File: src/rtl/out_port_display_pkg.sv
// Shared definitions for the out_port0 decimal display.
//   - Active-low 7-segment codes, bit order {g,f,e,d,c,b,a}
//   - Converter FSM state encoding
//   - BCD digit count needed to hold a binary word of a given width
package out_port_display_pkg;

    localparam logic [6:0] SEG_0     = 7'b1000000;
    localparam logic [6:0] SEG_1     = 7'b1111001;
    localparam logic [6:0] SEG_2     = 7'b0100100;
    localparam logic [6:0] SEG_3     = 7'b0110000;
    localparam logic [6:0] SEG_4     = 7'b0011001;
    localparam logic [6:0] SEG_5     = 7'b0010010;
    localparam logic [6:0] SEG_6     = 7'b0000010;
    localparam logic [6:0] SEG_7     = 7'b1111000;
    localparam logic [6:0] SEG_8     = 7'b0000000;
    localparam logic [6:0] SEG_9     = 7'b0010000;
    localparam logic [6:0] SEG_BLANK = 7'b1111111;

    typedef enum logic [1:0] {
        ST_IDLE = 2'd0,
        ST_CONV = 2'd1,
        ST_UPD  = 2'd2
    } state_e;

    // Every 3 binary bits need at most one decimal digit (2^3 < 10).
    function automatic int unsigned bcd_digits(input int unsigned width);
        return (width + 2) / 3;
    endfunction

endpackage

File: src/rtl/out_port_display_seg7_encode.sv
// Combinational BCD to active-low 7-segment decoder.
//   bcd_i   : BCD digit (codes 10-15 display blank)
//   blank_i : force the digit dark
//   seg_o   : segments {g,f,e,d,c,b,a}, active-low
module seg7_encode
    import out_port_display_pkg::*;
(
    input  logic [3:0] bcd_i,
    input  logic       blank_i,
    output logic [6:0] seg_o
);

    always_comb begin
        seg_o = SEG_BLANK;
        if (!blank_i) begin
            case (bcd_i)
                4'd0:    seg_o = SEG_0;
                4'd1:    seg_o = SEG_1;
                4'd2:    seg_o = SEG_2;
                4'd3:    seg_o = SEG_3;
                4'd4:    seg_o = SEG_4;
                4'd5:    seg_o = SEG_5;
                4'd6:    seg_o = SEG_6;
                4'd7:    seg_o = SEG_7;
                4'd8:    seg_o = SEG_8;
                4'd9:    seg_o = SEG_9;
                default: seg_o = SEG_BLANK;
            endcase
        end
    end

endmodule

File: src/rtl/out_port_display.sv
// Shows the CPU out_port0 word as an unsigned decimal number on NUM_DIGITS
// active-low 7-segment displays. Binary-to-BCD is sequential double-dabble,
// one bit per clock, so the display follows the input DATA_WIDTH+2 cycles later.
//   clock     : processor clock
//   resetn    : synchronous active-low reset
//   out_port0 : value to display (unsigned)
//   hex_out   : digit k at [7k+6:7k], {g,f,e,d,c,b,a}, active-low
//   busy      : conversion in flight
//   overflow  : value has nonzero decimal digits beyond NUM_DIGITS
// NUM_DIGITS must not exceed the BCD digit count of DATA_WIDTH.
module out_port_display
    import out_port_display_pkg::*;
#(
    parameter int unsigned DATA_WIDTH = 32,
    parameter int unsigned NUM_DIGITS = 6,
    parameter int unsigned BLANK_LZ   = 1
) (
    input  logic                    clock,
    input  logic                    resetn,
    input  logic [DATA_WIDTH-1:0]   out_port0,
    output logic [7*NUM_DIGITS-1:0] hex_out,
    output logic                    busy,
    output logic                    overflow
);

    localparam int unsigned BCD_DIGITS = bcd_digits(DATA_WIDTH);
    localparam int unsigned BCD_W      = 4 * BCD_DIGITS;
    localparam int unsigned CNT_W      = $clog2(DATA_WIDTH + 1);
    localparam logic [CNT_W-1:0] CNT_LAST = CNT_W'(DATA_WIDTH - 1);

    // Display of the value 0: digit 0 always lit, the rest blank or zero.
    function automatic logic [7*NUM_DIGITS-1:0] reset_pattern();
        logic [7*NUM_DIGITS-1:0] pat;
        pat = '0;
        for (int unsigned k = 0; k < NUM_DIGITS; k++) begin
            pat[7*k+:7] = (k == 0 || BLANK_LZ == 0) ? SEG_0 : SEG_BLANK;
        end
        return pat;
    endfunction

    localparam logic [7*NUM_DIGITS-1:0] HEX_RST = reset_pattern();

    state_e                  state_q;
    logic [DATA_WIDTH-1:0]   in_q;
    logic [DATA_WIDTH-1:0]   shown_q;
    logic [DATA_WIDTH-1:0]   cap_q;
    logic [DATA_WIDTH-1:0]   shift_q;
    logic [BCD_W-1:0]        bcd_q;
    logic [CNT_W-1:0]        cnt_q;
    logic [7*NUM_DIGITS-1:0] hex_q;
    logic                    busy_q;
    logic                    ovf_q;

    logic [BCD_W-1:0]        bcd_adj;
    logic                    ovf_w;
    logic [NUM_DIGITS-1:0]   blank_w;
    logic [7*NUM_DIGITS-1:0] seg_w;

    // Double-dabble correction: 4-bit add, 5..9 become 8..12, no carry out.
    always_comb begin
        bcd_adj = bcd_q;
        for (int unsigned i = 0; i < BCD_DIGITS; i++) begin
            if (bcd_q[4*i+:4] >= 4'd5) begin
                bcd_adj[4*i+:4] = bcd_q[4*i+:4] + 4'd3;
            end
        end
    end

    always_comb begin
        ovf_w = 1'b0;
        for (int unsigned i = NUM_DIGITS; i < BCD_DIGITS; i++) begin
            ovf_w = ovf_w | (|bcd_q[4*i+:4]);
        end
    end

    // Leading-zero blanking walks down from the top digit and stops at the
    // first nonzero one; overflow shows every digit so the truncation is visible.
    always_comb begin
        logic lead;
        lead    = (BLANK_LZ != 0) && !ovf_w;
        blank_w = '0;
        for (int k = int'(NUM_DIGITS) - 1; k >= 1; k--) begin
            if (lead && bcd_q[4*k+:4] == 4'd0) begin
                blank_w[k] = 1'b1;
            end else begin
                lead = 1'b0;
            end
        end
    end

    for (genvar k = 0; k < NUM_DIGITS; k++) begin : g_digit
        seg7_encode u_seg7_encode (
            .bcd_i   (bcd_q[4*k+:4]),
            .blank_i (blank_w[k]),
            .seg_o   (seg_w[7*k+:7])
        );
    end

    always_ff @(posedge clock) begin
        if (!resetn) begin
            state_q <= ST_IDLE;
            in_q    <= '0;
            shown_q <= '0;
            cap_q   <= '0;
            shift_q <= '0;
            bcd_q   <= '0;
            cnt_q   <= '0;
            hex_q   <= HEX_RST;
            busy_q  <= 1'b0;
            ovf_q   <= 1'b0;
        end else begin
            in_q <= out_port0;
            case (state_q)
                ST_IDLE: begin
                    if (in_q != shown_q) begin
                        shift_q <= in_q;
                        cap_q   <= in_q;
                        bcd_q   <= '0;
                        cnt_q   <= '0;
                        busy_q  <= 1'b1;
                        state_q <= ST_CONV;
                    end
                end
                ST_CONV: begin
                    {bcd_q, shift_q} <= {bcd_adj, shift_q} << 1;
                    cnt_q            <= cnt_q + 1'b1;
                    if (cnt_q == CNT_LAST) begin
                        state_q <= ST_UPD;
                    end
                end
                ST_UPD: begin
                    hex_q   <= seg_w;
                    ovf_q   <= ovf_w;
                    shown_q <= cap_q;
                    busy_q  <= 1'b0;
                    state_q <= ST_IDLE;
                end
                default: begin
                    busy_q  <= 1'b0;
                    state_q <= ST_IDLE;
                end
            endcase
        end
    end

    assign hex_out  = hex_q;
    assign busy     = busy_q;
    assign overflow = ovf_q;

endmodule

File: config.mk
export PLATFORM = sky130hd
export DESIGN_NAME = out_port_display
export DESIGN_NICKNAME = d
export VERILOG_FILES = /design/src/rtl/out_port_display_pkg.sv /design/src/rtl/out_port_display_seg7_encode.sv /design/src/rtl/out_port_display.sv
export SDC_FILE = /design/constraint.sdc
export NUM_CORES = 1
export LEC_CHECK = 0
export BUFFER_PORTS_ARGS = -buffer_cell sky130_fd_sc_hd__buf_2
export CAP_MARGIN = 15
export CORE_MARGIN = 2
export CORE_UTILIZATION = 45
export CTS_BUF_LIST = sky130_fd_sc_hd__clkbuf_16
export CTS_CLUSTER_DIAMETER = 50
export DETAILED_ROUTE_END_ITERATION = 8
export GPL_ROUTABILITY_DRIVEN = 1
export PLACE_DENSITY = 0.62
export SLEW_MARGIN = 10
export SYNTH_ARGS = -nofsm -noshare
export SYNTH_HDL_FRONTEND = slang
export SYNTH_SLANG_ARGS = --single-unit
File: constraint.sdc
create_clock -name clock -period 4.95 [get_ports clock]
set_input_delay 0.495 -clock clock [delete_from_list [all_inputs] [get_ports clock]]
set_output_delay 0.495 -clock clock [all_outputs]
set_load 0.02 [all_outputs]
==> results_dict.tcl <==
set metrics [dict create \
    run_status "complete, no violations" \
    hp-class "primary input to flop" \
    postRouteAntennaNets 0 \
    clk_pin_slew_ns 0.06 \
    pin_count 78 \
    die_x_um 163.8 \
    post_dp_cell_area_um2 12070 \
    ys_warn_count 0 \
    maxSlewHeadroom_pct 37.50 \
    ys.flop_type "dfxtp_1" \
    cts_buffer_depth 3 \
    final_cell_mix "259 x dfxtp_1, 209 x nand2_1, 124 x nor2_1" \
    area_growth_pct 13.27 \
    worstPathMaxFanout 31 \
    drt-total-wl_mm 28.07 \
    h-tree-depth 1 \
    grt_pass1_vias 9066 \
    rsz0062_at_grt "false" \
    endpoint_kind "flop" \
    synth_nets 1451 \
    fillCellCount 2416 \
    antenna_found_initial 1 \
    cp.required_ns 5.37 \
    num_antenna_cells 0 \
    worstPathCellList "xnor2_1 > nand4_1 > nor4_4 > a31o_2 > a21oi_1 > nor2_1 > inv_1 > ha_1 > o21ai_0 > o21ai_0" \
    ys_ff_latch 259 \
    layout-drive-gt1-share_pct 12.30 \
    finalClockSkew_ns 0.01751 \
    coreArea_um2 25110 \
    insertion_delay_ns 0.55 \
    synth.avg_cell_area_um2 8.464 \
    fin_crit_sh_pct 69.06 \
    crit_path_start "in_q[22]" \
    wire_per_inst_um 16.09 \
    reg2reg_depth 10 \
    post_cts_buffers 0 \
    drv_slew 0 \
    gp_congestion 0.7947 \
    dr.pass1.iters 4 \
    final_common_cell "dfxtp_1" \
    viasPerCell 5.415 \
    vias 9450 \
    ys_seq_area_share_pct 45.14 \
    max_freq_ghz 0.2925 \
    drc 0 \
    finalSetupViolations 0 \
    fin_area_um2 13010 \
    clock-sinks 259 \
    grtUsageTotal_pct 21.08 \
    fin_crit_ns 3.418 \
    grt_first_pass_wirelength_mm 46.39 \
    initial_utilization_pct 45.74 \
    async_reset_ff_share_pct 0 \
    synth_cells 1357 \
    synth_edf_count 0 \
    worstSetupStartpointType "flop" \
    crit_type "flop to flop" \
    worst_ep_arrival_time_ns 3.84 \
    cts_resized 0 \
    r2r_setup_slack_ns 1.53 \
    cts-root-buf "clkbuf_16" \
    critical_path.most_common_cell "o21ai_0" \
    crit_cells 10 \
    cp_slowest_stage_delay_ns 0.75 \
    port_buffers 77 \
    timing.max_cap.violations 0 \
    nets 1486 \
    max_slew.worst_pin.slew_ns 0.9304 \
    rows 58 \
    first_iter_violations 621 \
    synth_area_um2 11490 \
    dp.final_hpwl_mm 17.95 \
    max-vdd-ir-drop_mv 0.2315 \
    p_leak_uw 0.004949 \
    cp_num_buf_inv 1 \
    ys_types 64 \
    hold_violations 0 \
    dieHeight_um 163.8 \
    cp_top_family "compound AO/OA/AOI/OAI gates" \
    slowest_stage "a31o_2" \
    die_area_um2 26820 \
    grt-ovfl-total 0 \
    numCtsBuffers 31 \
    power_density_nw_per_um2 338.0 \
    r2r-start "in_q[22]" \
    cts_tree "yes" \
    grt_max_degree 88 \
    tns_ns 0 \
    hold_buffers 0 \
]
==> area by class of cell <==
| class | count | area, µm² | share of cell area [%] |
|---|---|---|---|
| clock buffer | 31 | 775.7 | 5.963 |
| clock inverter | 25 | 165.2 | 1.269 |
| inverter | 53 | 201.4 | 1.548 |
| multi-input combinational | 957 | 5787 | 44.48 |
| sequential | 259 | 5185 | 39.85 |
| tap | 330 | 412.9 | 3.174 |
| timing repair buffer | 90 | 483.0 | 3.712 |
==> per-stage QoR <==
| step | std cells | total power, µW | util (%) | setup slack [ns] | hold slack [ns] |
|---|---|---|---|---|---|
| global placement | 1689 | 2348 | 48.07 | 1.580 | 0.4291 |
| global route | 1745 | 4550 | 51.81 | 1.279 | 0.1404 |
| finish | 1745 | 4398 | 51.81 | 1.532 | 0.1515 |
| floorplan | 1357 | 2290 | - | 2.481 | 0.4179 |
| detailed placement | 1689 | 2349 | 48.07 | 1.616 | 0.4309 |
| CTS | 1745 | 4440 | 51.81 | 1.596 | 0.1354 |
==> cell families (layout without fill, tap and decap cells) <==
group / count (synthesis) / in the layout / synth area share, %
compound gates: 311 / 311 / 17.84
xor+xnor: 48 / 48 / 3.660
fa+ha+maj: 60 / 60 / 6.536
buf+inv: 141 / 199 / 4.804
flops: 259 / 259 / 45.14
mux: 12 / 12 / 1.046
simple gates: 526 / 526 / 20.97
==> worst min-delay path by stage <==
stage	startpoint	endpoint	slack, ns	depth (start not counted)
finish	out_port0[2]	in_q[2]	0.15	2
global route	out_port0[17]	in_q[17]	0.14	2
CTS	out_port0[2]	in_q[2]	0.14	2
detailed placement	flop	hex_out[10]	0.43	2
global placement	flop	hex_out[29]	0.43	2
floorplan	flop	hex_out[10]	0.42	2
==> routing by layer <==
layer,up-vias,part of all wire (%),global-route usage (%)
met5,-,0,0
met4,0,1.5,5.183
met3,31,5.4,3.308
met2,207,44,32.60
met1,4463,49,30.74
li1,4749,-,-
==> where the power goes <==
part           internal [µW]  total [µW]  switching, µW
Clock                   1200        2090            899
Sequential              2120        2150           28.0
Combinational           51.6         154            102
Total                   3370        4400           1030
==> cells in the mapped netlist (5+ instances only) <==
cell type | n | area (µm²)
a211oi_1 | 10 | 75.07
a21oi_1 | 118 | 590.6
a22oi_1 | 17 | 127.6
a311oi_1 | 33 | 289.0
and2_1 | 38 | 237.7
and3_1 | 5 | 31.28
buf_1 | 10 | 37.54
buf_2 | 9 | 45.04
clkbuf_1 | 67 | 251.5
dfxtp_1 | 259 | 5185
ha_1 | 60 | 750.7
inv_1 | 44 | 165.2
inv_2 | 9 | 33.78
mux2i_1 | 12 | 120.1
nand2_1 | 210 | 788.3
nand2b_1 | 13 | 81.33
nand3_1 | 54 | 270.3
nand4_1 | 13 | 81.33
nor2_1 | 126 | 473.0
nor3_1 | 40 | 200.2
nor3b_1 | 6 | 45.04
o211a_1 | 7 | 70.07
o21ai_0 | 55 | 275.3
o22ai_1 | 18 | 112.6
o2bb2ai_1 | 8 | 70.07
xnor2_1 | 44 | 385.4
No activity file was read; power rests on OpenSTA's default activity.
